<file path="src/rtl/sseg_serial_driver_pkg.sv">
// sseg_serial_driver_pkg
// Shared constants and types for the serial seven-segment driver:
//   SEG_LUT    - active-low {dp,g,f,e,d,c,b,a} patterns for hex 0..F (dp off)
//   SEG_BLANK  - pattern with every segment and the DP dark
//   FRAME_W    - default frame width (8 digits x 8 bits)
//   state_e    - shift FSM states
package sseg_serial_driver_pkg;

  localparam int NUM_DIGITS_DEF = 8;
  localparam int FRAME_W        = 8 * NUM_DIGITS_DEF;

  localparam logic [7:0] SEG_BLANK = 8'hFF;

  localparam logic [7:0] SEG_LUT [16] = '{
    8'hC0, 8'hF9, 8'hA4, 8'hB0, 8'h99, 8'h92, 8'h82, 8'hF8,
    8'h80, 8'h90, 8'h88, 8'h83, 8'hC6, 8'hA1, 8'h86, 8'h8E
  };

  typedef enum logic {
    ST_IDLE,
    ST_SHIFT
  } state_e;

endpackage

</file>
<file path="src/rtl/sseg_serial_driver_if.sv">
// sseg_serial_driver_if
// Bundles the display-control inputs and the serial chain outputs.
//   Start, flash, Hexs, point, LES         : control side -> driver
//   seg_clk, seg_clrn, seg_sout, SEG_PEN   : driver -> shift-register chain
// Modports: master (controller / bench), slave (the driver).
interface sseg_serial_driver_if #(
  parameter int NUM_DIGITS = 8
);

  logic                      Start;
  logic                      flash;
  logic [4*NUM_DIGITS-1:0]   Hexs;
  logic [NUM_DIGITS-1:0]     point;
  logic [NUM_DIGITS-1:0]     LES;
  logic                      seg_clk;
  logic                      seg_clrn;
  logic                      seg_sout;
  logic                      SEG_PEN;

  modport master (
    output Start, flash, Hexs, point, LES,
    input  seg_clk, seg_clrn, seg_sout, SEG_PEN
  );

  modport slave (
    input  Start, flash, Hexs, point, LES,
    output seg_clk, seg_clrn, seg_sout, SEG_PEN
  );

endinterface

</file>
<file path="src/rtl/sseg_serial_driver_hex_to_seg7.sv">
// hex_to_seg7
// Converts one hex nibble into an active-low segment byte {dp,g,f,e,d,c,b,a}.
//   nibble_i : digit value 0..F
//   dp_i     : 1 lights the decimal point
//   blank_i  : 1 forces the whole digit (DP included) dark
//   seg_o    : resulting segment byte
module hex_to_seg7
  import sseg_serial_driver_pkg::*;
(
  input  logic [3:0] nibble_i,
  input  logic       dp_i,
  input  logic       blank_i,
  output logic [7:0] seg_o
);

  // Blanking has priority over both the decoded value and the DP.
  always_comb begin
    seg_o = SEG_LUT[nibble_i];
    if (dp_i) begin
      seg_o[7] = 1'b0;
    end
    if (blank_i) begin
      seg_o = SEG_BLANK;
    end
  end

endmodule

</file>
<file path="src/rtl/sseg_serial_driver.sv">
// sseg_serial_driver
// Decodes NUM_DIGITS hex digits into a segment frame and, on each rising
// edge of bus.Start, shifts it MSB first into a 74HC164-style chain.
//   clk  : system clock
//   rst  : asynchronous active-high reset
//   bus  : slave modport carrying Start/flash/Hexs/point/LES in and
//          seg_clk/seg_clrn/seg_sout/SEG_PEN out
module sseg_serial_driver
  import sseg_serial_driver_pkg::*;
#(
  parameter int NUM_DIGITS  = FRAME_W / 8,
  parameter int HALF_PERIOD = 1
) (
  input  logic                 clk,
  input  logic                 rst,
  sseg_serial_driver_if.slave  bus
);

  localparam int FW = 8 * NUM_DIGITS;
  localparam int BW = $clog2(FW);
  localparam int PW = (HALF_PERIOD > 1) ? $clog2(HALF_PERIOD) : 1;
  localparam logic [BW-1:0] BIT_LAST = BW'(FW - 1);
  localparam logic [PW-1:0] PH_LAST  = PW'(HALF_PERIOD - 1);

  logic [FW-1:0] frame;

  state_e        state_q, state_d;
  logic [FW-1:0] shift_q, shift_d;
  logic [BW-1:0] bitCnt_q, bitCnt_d;
  logic [PW-1:0] phaseCnt_q, phaseCnt_d;
  logic          phaseHigh_q, phaseHigh_d;
  logic          segClk_q, segClk_d;
  logic          segPen_q, segPen_d;
  logic          segClrn_q;
  logic          startDly_q;

  logic startEdge;
  logic phaseDone;
  logic lastBit;

  genvar gi;
  generate
    for (gi = 0; gi < NUM_DIGITS; gi++) begin : g_digit
      hex_to_seg7 u_seg (
        .nibble_i (bus.Hexs[4*gi +: 4]),
        .dp_i     (bus.point[gi]),
        .blank_i  (bus.LES[gi] & bus.flash),
        .seg_o    (frame[8*gi +: 8])
      );
    end
  endgenerate

  assign startEdge = bus.Start & ~startDly_q;
  assign phaseDone = (phaseCnt_q == PH_LAST);
  assign lastBit   = (bitCnt_q == BIT_LAST);

  always_ff @(posedge clk or posedge rst) begin
    if (rst) begin
      state_q     <= ST_IDLE;
      shift_q     <= '0;
      bitCnt_q    <= '0;
      phaseCnt_q  <= '0;
      phaseHigh_q <= 1'b0;
      segClk_q    <= 1'b0;
      segPen_q    <= 1'b0;
      segClrn_q   <= 1'b0;
      startDly_q  <= 1'b0;
    end else begin
      state_q     <= state_d;
      shift_q     <= shift_d;
      bitCnt_q    <= bitCnt_d;
      phaseCnt_q  <= phaseCnt_d;
      phaseHigh_q <= phaseHigh_d;
      segClk_q    <= segClk_d;
      segPen_q    <= segPen_d;
      segClrn_q   <= 1'b1;
      startDly_q  <= bus.Start;
    end
  end

  always_comb begin
    state_d = state_q;
    unique case (state_q)
      ST_IDLE:  if (startEdge) state_d = ST_SHIFT;
      ST_SHIFT: if (lastBit && phaseHigh_q && phaseDone) state_d = ST_IDLE;
    endcase
  end

  // The serial data is the shift register MSB, so loading the frame puts
  // bit 63 on seg_sout for the first low phase; each high->low transition
  // shifts the next bit up. Clearing the register at the end drives sout low.
  always_comb begin
    shift_d     = shift_q;
    bitCnt_d    = bitCnt_q;
    phaseCnt_d  = phaseCnt_q;
    phaseHigh_d = phaseHigh_q;
    segClk_d    = segClk_q;
    segPen_d    = segPen_q;
    unique case (state_q)
      ST_IDLE: begin
        segClk_d = 1'b0;
        if (startEdge) begin
          shift_d     = frame;
          bitCnt_d    = '0;
          phaseCnt_d  = '0;
          phaseHigh_d = 1'b0;
          segPen_d    = 1'b0;
        end
      end
      ST_SHIFT: begin
        if (!phaseDone) begin
          phaseCnt_d = phaseCnt_q + 1'b1;
        end else begin
          phaseCnt_d = '0;
          if (!phaseHigh_q) begin
            phaseHigh_d = 1'b1;
            segClk_d    = 1'b1;
          end else if (lastBit) begin
            phaseHigh_d = 1'b0;
            segClk_d    = 1'b0;
            shift_d     = '0;
            segPen_d    = 1'b1;
          end else begin
            phaseHigh_d = 1'b0;
            segClk_d    = 1'b0;
            shift_d     = {shift_q[FW-2:0], 1'b0};
            bitCnt_d    = bitCnt_q + 1'b1;
          end
        end
      end
    endcase
  end

  assign bus.seg_clk  = segClk_q;
  assign bus.seg_clrn = segClrn_q;
  assign bus.seg_sout = shift_q[FW-1];
  assign bus.SEG_PEN  = segPen_q;

endmodule

</file>
<file path="src/flat_wrapper.sv">
// flat-port wrapper written by rule: the top's interface ports become plain ports
module sseg_serial_driver_flat import sseg_serial_driver_pkg::*;
#(
  parameter int NUM_DIGITS  = FRAME_W / 8,
  parameter int HALF_PERIOD = 1
)
  (clk, rst, bus_Start, bus_flash, bus_Hexs, bus_point, bus_LES, bus_seg_clk, bus_seg_clrn, bus_seg_sout, bus_SEG_PEN);
  sseg_serial_driver_if #(.NUM_DIGITS(NUM_DIGITS)) bus_i ();
  input  logic clk;
  input  logic rst;
  input wire logic [$bits(bus_i.Start)-1:0] bus_Start;
  input wire logic [$bits(bus_i.flash)-1:0] bus_flash;
  input wire logic [$bits(bus_i.Hexs)-1:0] bus_Hexs;
  input wire logic [$bits(bus_i.point)-1:0] bus_point;
  input wire logic [$bits(bus_i.LES)-1:0] bus_LES;
  output wire logic [$bits(bus_i.seg_clk)-1:0] bus_seg_clk;
  output wire logic [$bits(bus_i.seg_clrn)-1:0] bus_seg_clrn;
  output wire logic [$bits(bus_i.seg_sout)-1:0] bus_seg_sout;
  output wire logic [$bits(bus_i.SEG_PEN)-1:0] bus_SEG_PEN;
  assign bus_i.Start = bus_Start;
  assign bus_i.flash = bus_flash;
  assign bus_i.Hexs = bus_Hexs;
  assign bus_i.point = bus_point;
  assign bus_i.LES = bus_LES;
  assign bus_seg_clk = bus_i.seg_clk;
  assign bus_seg_clrn = bus_i.seg_clrn;
  assign bus_seg_sout = bus_i.seg_sout;
  assign bus_SEG_PEN = bus_i.SEG_PEN;
  sseg_serial_driver #(.NUM_DIGITS(NUM_DIGITS), .HALF_PERIOD(HALF_PERIOD)) u_core (.clk(clk), .rst(rst), .bus(bus_i));
endmodule
</file>
<file path="config.mk">
export PLATFORM = sky130hd
export DESIGN_NAME = sseg_serial_driver_flat
export DESIGN_NICKNAME = d
export VERILOG_FILES = /design/src/rtl/sseg_serial_driver_pkg.sv /design/src/rtl/sseg_serial_driver_if.sv /design/src/rtl/sseg_serial_driver_hex_to_seg7.sv /design/src/rtl/sseg_serial_driver.sv /design/src/flat_wrapper.sv
export SDC_FILE = /design/constraint.sdc
export NUM_CORES = 1
export LEC_CHECK = 0
export ABC_AREA = 1
export CAP_MARGIN = 20
export CORE_MARGIN = 10
export CORE_UTILIZATION = 40
export CTS_BUF_LIST = sky130_fd_sc_hd__clkbuf_4 sky130_fd_sc_hd__clkbuf_8
export DETAILED_ROUTE_END_ITERATION = 10
export PLACE_DENSITY_LB_ADDON = 0.08
export SLEW_MARGIN = 20
export SYNTH_ARGS = -nofsm -noshare
export SYNTH_HDL_FRONTEND = slang
export SYNTH_SLANG_ARGS = --single-unit
</file>
<file path="constraint.sdc">
create_clock -name clk -period 3 [get_ports clk]
set_clock_uncertainty 0.2 [all_clocks]
set_input_delay 0.45 -clock clk [delete_from_list [all_inputs] [get_ports clk]]
set_output_delay 0.45 -clock clk [all_outputs]
set_load 0.005 [all_outputs]
</file>
==> key figures <==
GRT
  • Largest net degree at the start of global routing: between 60 and 70
  • Initial antenna violation count: 0
  • GRT overflow: 0
  • Number of global-route vias before repair: 4,945
  • Gr usage total: ~14%
  • First-pass GRT wire length: 22,600 um

Yosys
  • Mux cell area share after synthesis: 0%
  • Syn_nets: a little over 900
  • Synth unique cells: 26
  • Syn avg cell area: 7.06 um2
  • Post-synth top area share: 33.6%
  • Post-synthesis xor/xnor area fraction: 0%
  • Post-synthesis sequential area ratio: between 30% and 40%
  • Number of flops mapped to enable cells by yosys: 0
  • Synth top cells by count: nand2_1 (303), nand3_1 (153), dfrtp_1 (76)
  • Simple logic cell fraction of the synthesized area: a little under two fifths
  • Cells after Synth: around 800
  • Primary FF master, synth: dfrtp_1
  • Post-synth top area cell: dfrtp_1
  • Mapped cell area: 0.00566 mm2
  • Most numerous cell in the Yosys netlist: nand2_1
  • Adder-Cell Fraction of Synth Area: ~13%
  • Async SR Flop Fraction: 100%
  • Synth Area in Compound Gates: under 10%
  • #FFs+latches synth: 76
  • Synth warnings: 0
  • Area contributors post-synth: dfrtp_1 (34%), nand2_1 (20%), nand3_1 (14%)
  • Main combinational cell family by area after synthesis: simple AND/OR/NAND/NOR gates

Die
  • DIE AREA: a little under 0.02 mm2
  • Row cnt: 43
  • Initial Utilization: between 40 and 50%
  • Chip width: 139 um
  • Core Region: 0.0139 mm2
  • Top Ports: 56
  • Height of the die: 139 um

STA
  • Slew HR: approximately three fifths
  • RSZ-0062 raised after global routing: no
  • Final Max Tran Viols: 0
  • Setup-failing EPs final: 0
  • Worst slew pin tran: between 0.6 and 0.7 ns
  • Minimum clock period: 1.96 ns
  • Setup TNS: 0 ns
  • Fin. Hold Viols: 0
  • Tcrit/Tclk final: between 60% and 70%
  • Max Clk Rate: about 0.5 GHz

Routing
  • TritonRoute pass-1 iters: 5
  • Drt total wl: 13,200 um
  • Routed Antenna Nets: 0
  • Vias: about 5,200
  • Routed vias/inst: between 5 and 6
  • # DRC: 0
  • Iter 0 DRT Violations: ~390
  • WL per Instance: 12.9 um

Setup path
  • CP Launch Type: flop
  • CP Buf/Inv Count: 1
  • CP Data Arrival Time: 2.05 ns
  • Worst Path Max Fanout: 54
  • Crit-path cells: ha_1 -> nand2_2 -> nor2_4 -> nand2_4 -> nand2_4 -> inv_4 -> nand2_1 -> nand3_1
  • CP endpoint kind: flop
  • Largest delay share family, worst path: simple AND/OR/NAND/NOR gates
  • Most used cell, CP: nand2_4
  • CP Class: reg2reg
  • Slowest cell delay on critical path: 0.40 ns
  • Critical Path RT: about 3 ns
  • Slowest CP cell: dfrtp_1

Flow run
  • Max cap viols: 0

CTS
  • Clk root buf: clkbuf_8
  • Worst-Skew Late Latency: roughly 0.36 ns
  • CTS Buf Count: 9
  • Clk buf depth: 2
  • Clk slew on worst S/H paths: 0.08 ns
  • Number of H-tree levels: 3
  • CTS sink cnt: 76
  • # Post-CTS Setup Buffers: 0
  • Post-cts sizing count: 0
  • CTS tree: built
  • Hold buffers post-CTS: 0

Place
  • Placed cell count: just over 1,000
  • HPWL after DPL: around 9600 um
  • GPL Wtd Cong: a little under 0.9
  • Buffers added on ports: 55

Worst hold path
  • Worst hold path type: in2async

Layout
  • # diodes: 0
  • Final layout net count: between 900 and 1,000
  • Filler cells: 1,419
  • Layout cells sized above 1: about 4.3%
  • Final std cells w/o fill: roughly 1,000
  • Layout area overhead: 14.8%

Power and ir drop
  • Pwr Density: ~620 mW/mm2
  • Lkg Pwr: 3.32 nW
  • Peak supply drop: ~290 uV

Run status
  • Status: complete, no violations
## logic make-up after synthesis
group                    after synthesis
AND/OR/NAND/NOR                      489
other                                  1
flip-flops                            76
buffers and inverters                 99
AO/OA/AOI/OAI                         80
adder cells (fa/ha/maj)               57
## worst paths after layout
| path | start | end | slack [ns] | depth (start not counted) |
|---|---|---|---|---|
| max in group asynchronous | rst | u_core.shift_q[51] | 1.63 | 3 |
| min in group clk | u_core.shift_q[52] | u_core.shift_q[52] | 0.29 | 2 |
| worst min register to register | u_core.shift_q[52] | u_core.shift_q[52] | 0.29 | 2 |
| worst min-delay path | rst | u_core.shift_q[18] | 0.28 | 2 |
| worst max register to register | u_core.bitCnt_q[0] | u_core.shift_q[9] | 1.04 | 8 |
| worst max-delay path | u_core.bitCnt_q[0] | u_core.shift_q[9] | 1.04 | 8 |
## power breakdown
group	internal [mW]	total [mW]	switching, mW
sequential	1.39	1.59	0.206
clock	0.606	0.984	0.377
combinational	0.525	1.47	0.941
total	2.52	4.04	1.52
## area by class of cell
| class | instances | area, um2 | share of cell area [%] |
|---|---|---|---|
| multi-input combinational | 627 | 3270 | 50.2 |
| clock buffer | 12 | 159 | 2.44 |
| timing repair buffer | 60 | 601 | 9.24 |
| inverter | 66 | 253 | 3.89 |
| tap | 180 | 225 | 3.46 |
| sequential | 76 | 1900 | 29.3 |
| clock inverter | 4 | 95.1 | 1.46 |
## state kept, by name, summed over array words and instances (netlist names)
register,cells
u_core.bitCnt_q,6
u_core.phaseHigh_q,1
u_core.startDly_q,1
u_core.state_q,1
u_core.bus.SEG_PEN,1
u_core.bus.seg_clrn,1
u_core.bus.seg_clk,1
u_core.shift_q,64
## stage by stage
stage               setup slack, ns  cell area, um2  power [mW]  utilization (%)  hold WS [ns]
floorplan                     0.412            5660        2.79                -         0.249
global placement              0.707            6250        3.07             45.0         0.263
detailed placement            0.665            6250        3.09             45.0         0.267
CTS                            1.03            6500        4.09             46.8         0.288
global route                  0.849            6500        4.40             46.8         0.318
finish                         1.04            6500        4.04             46.8         0.283
## routing by layer
metal | track usage, % | wire length (um) | up-vias | share of wire (%)
li1 | - | - | 2676 | -
met1 | 17.1 | 6360 | 2398 | 48
met2 | 22.4 | 6160 | 110 | 47
met3 | 2.29 | 436 | 18 | 3.3
met4 | 5.11 | 242 | 0 | 1.8
met5 | 0 | 0 | - | 0
## cell usage in the layout, fill, tap and decap left out
| master | n |
|---|---|
| clkinv_1 | 1 |
| nand2_4 | 4 |
| conb_1 | 1 |
| nand2_2 | 3 |
| ha_1 | 57 |
| o21ai_0 | 46 |
| clkbuf_8 | 11 |
| clkdlybuf4s50_1 | 55 |
| buf_4 | 4 |
| nor2_2 | 1 |
| nand3_1 | 153 |
| inv_1 | 60 |
| nor2_4 | 1 |
| a21oi_1 | 14 |
| nand2_1 | 303 |
| buf_12 | 1 |
| clkinv_2 | 1 |
| nor3_1 | 3 |
| o21a_1 | 1 |
| bufinv_16 | 3 |
| a211o_1 | 1 |
| nor3_4 | 1 |
| inv_2 | 3 |
| a31oi_1 | 1 |
| inv_4 | 2 |
| clkbuf_4 | 1 |
| o211ai_1 | 17 |
| dfrtp_1 | 76 |
| nand4_1 | 3 |
| nor2_1 | 17 |
(Power assumes the default switching activity.)
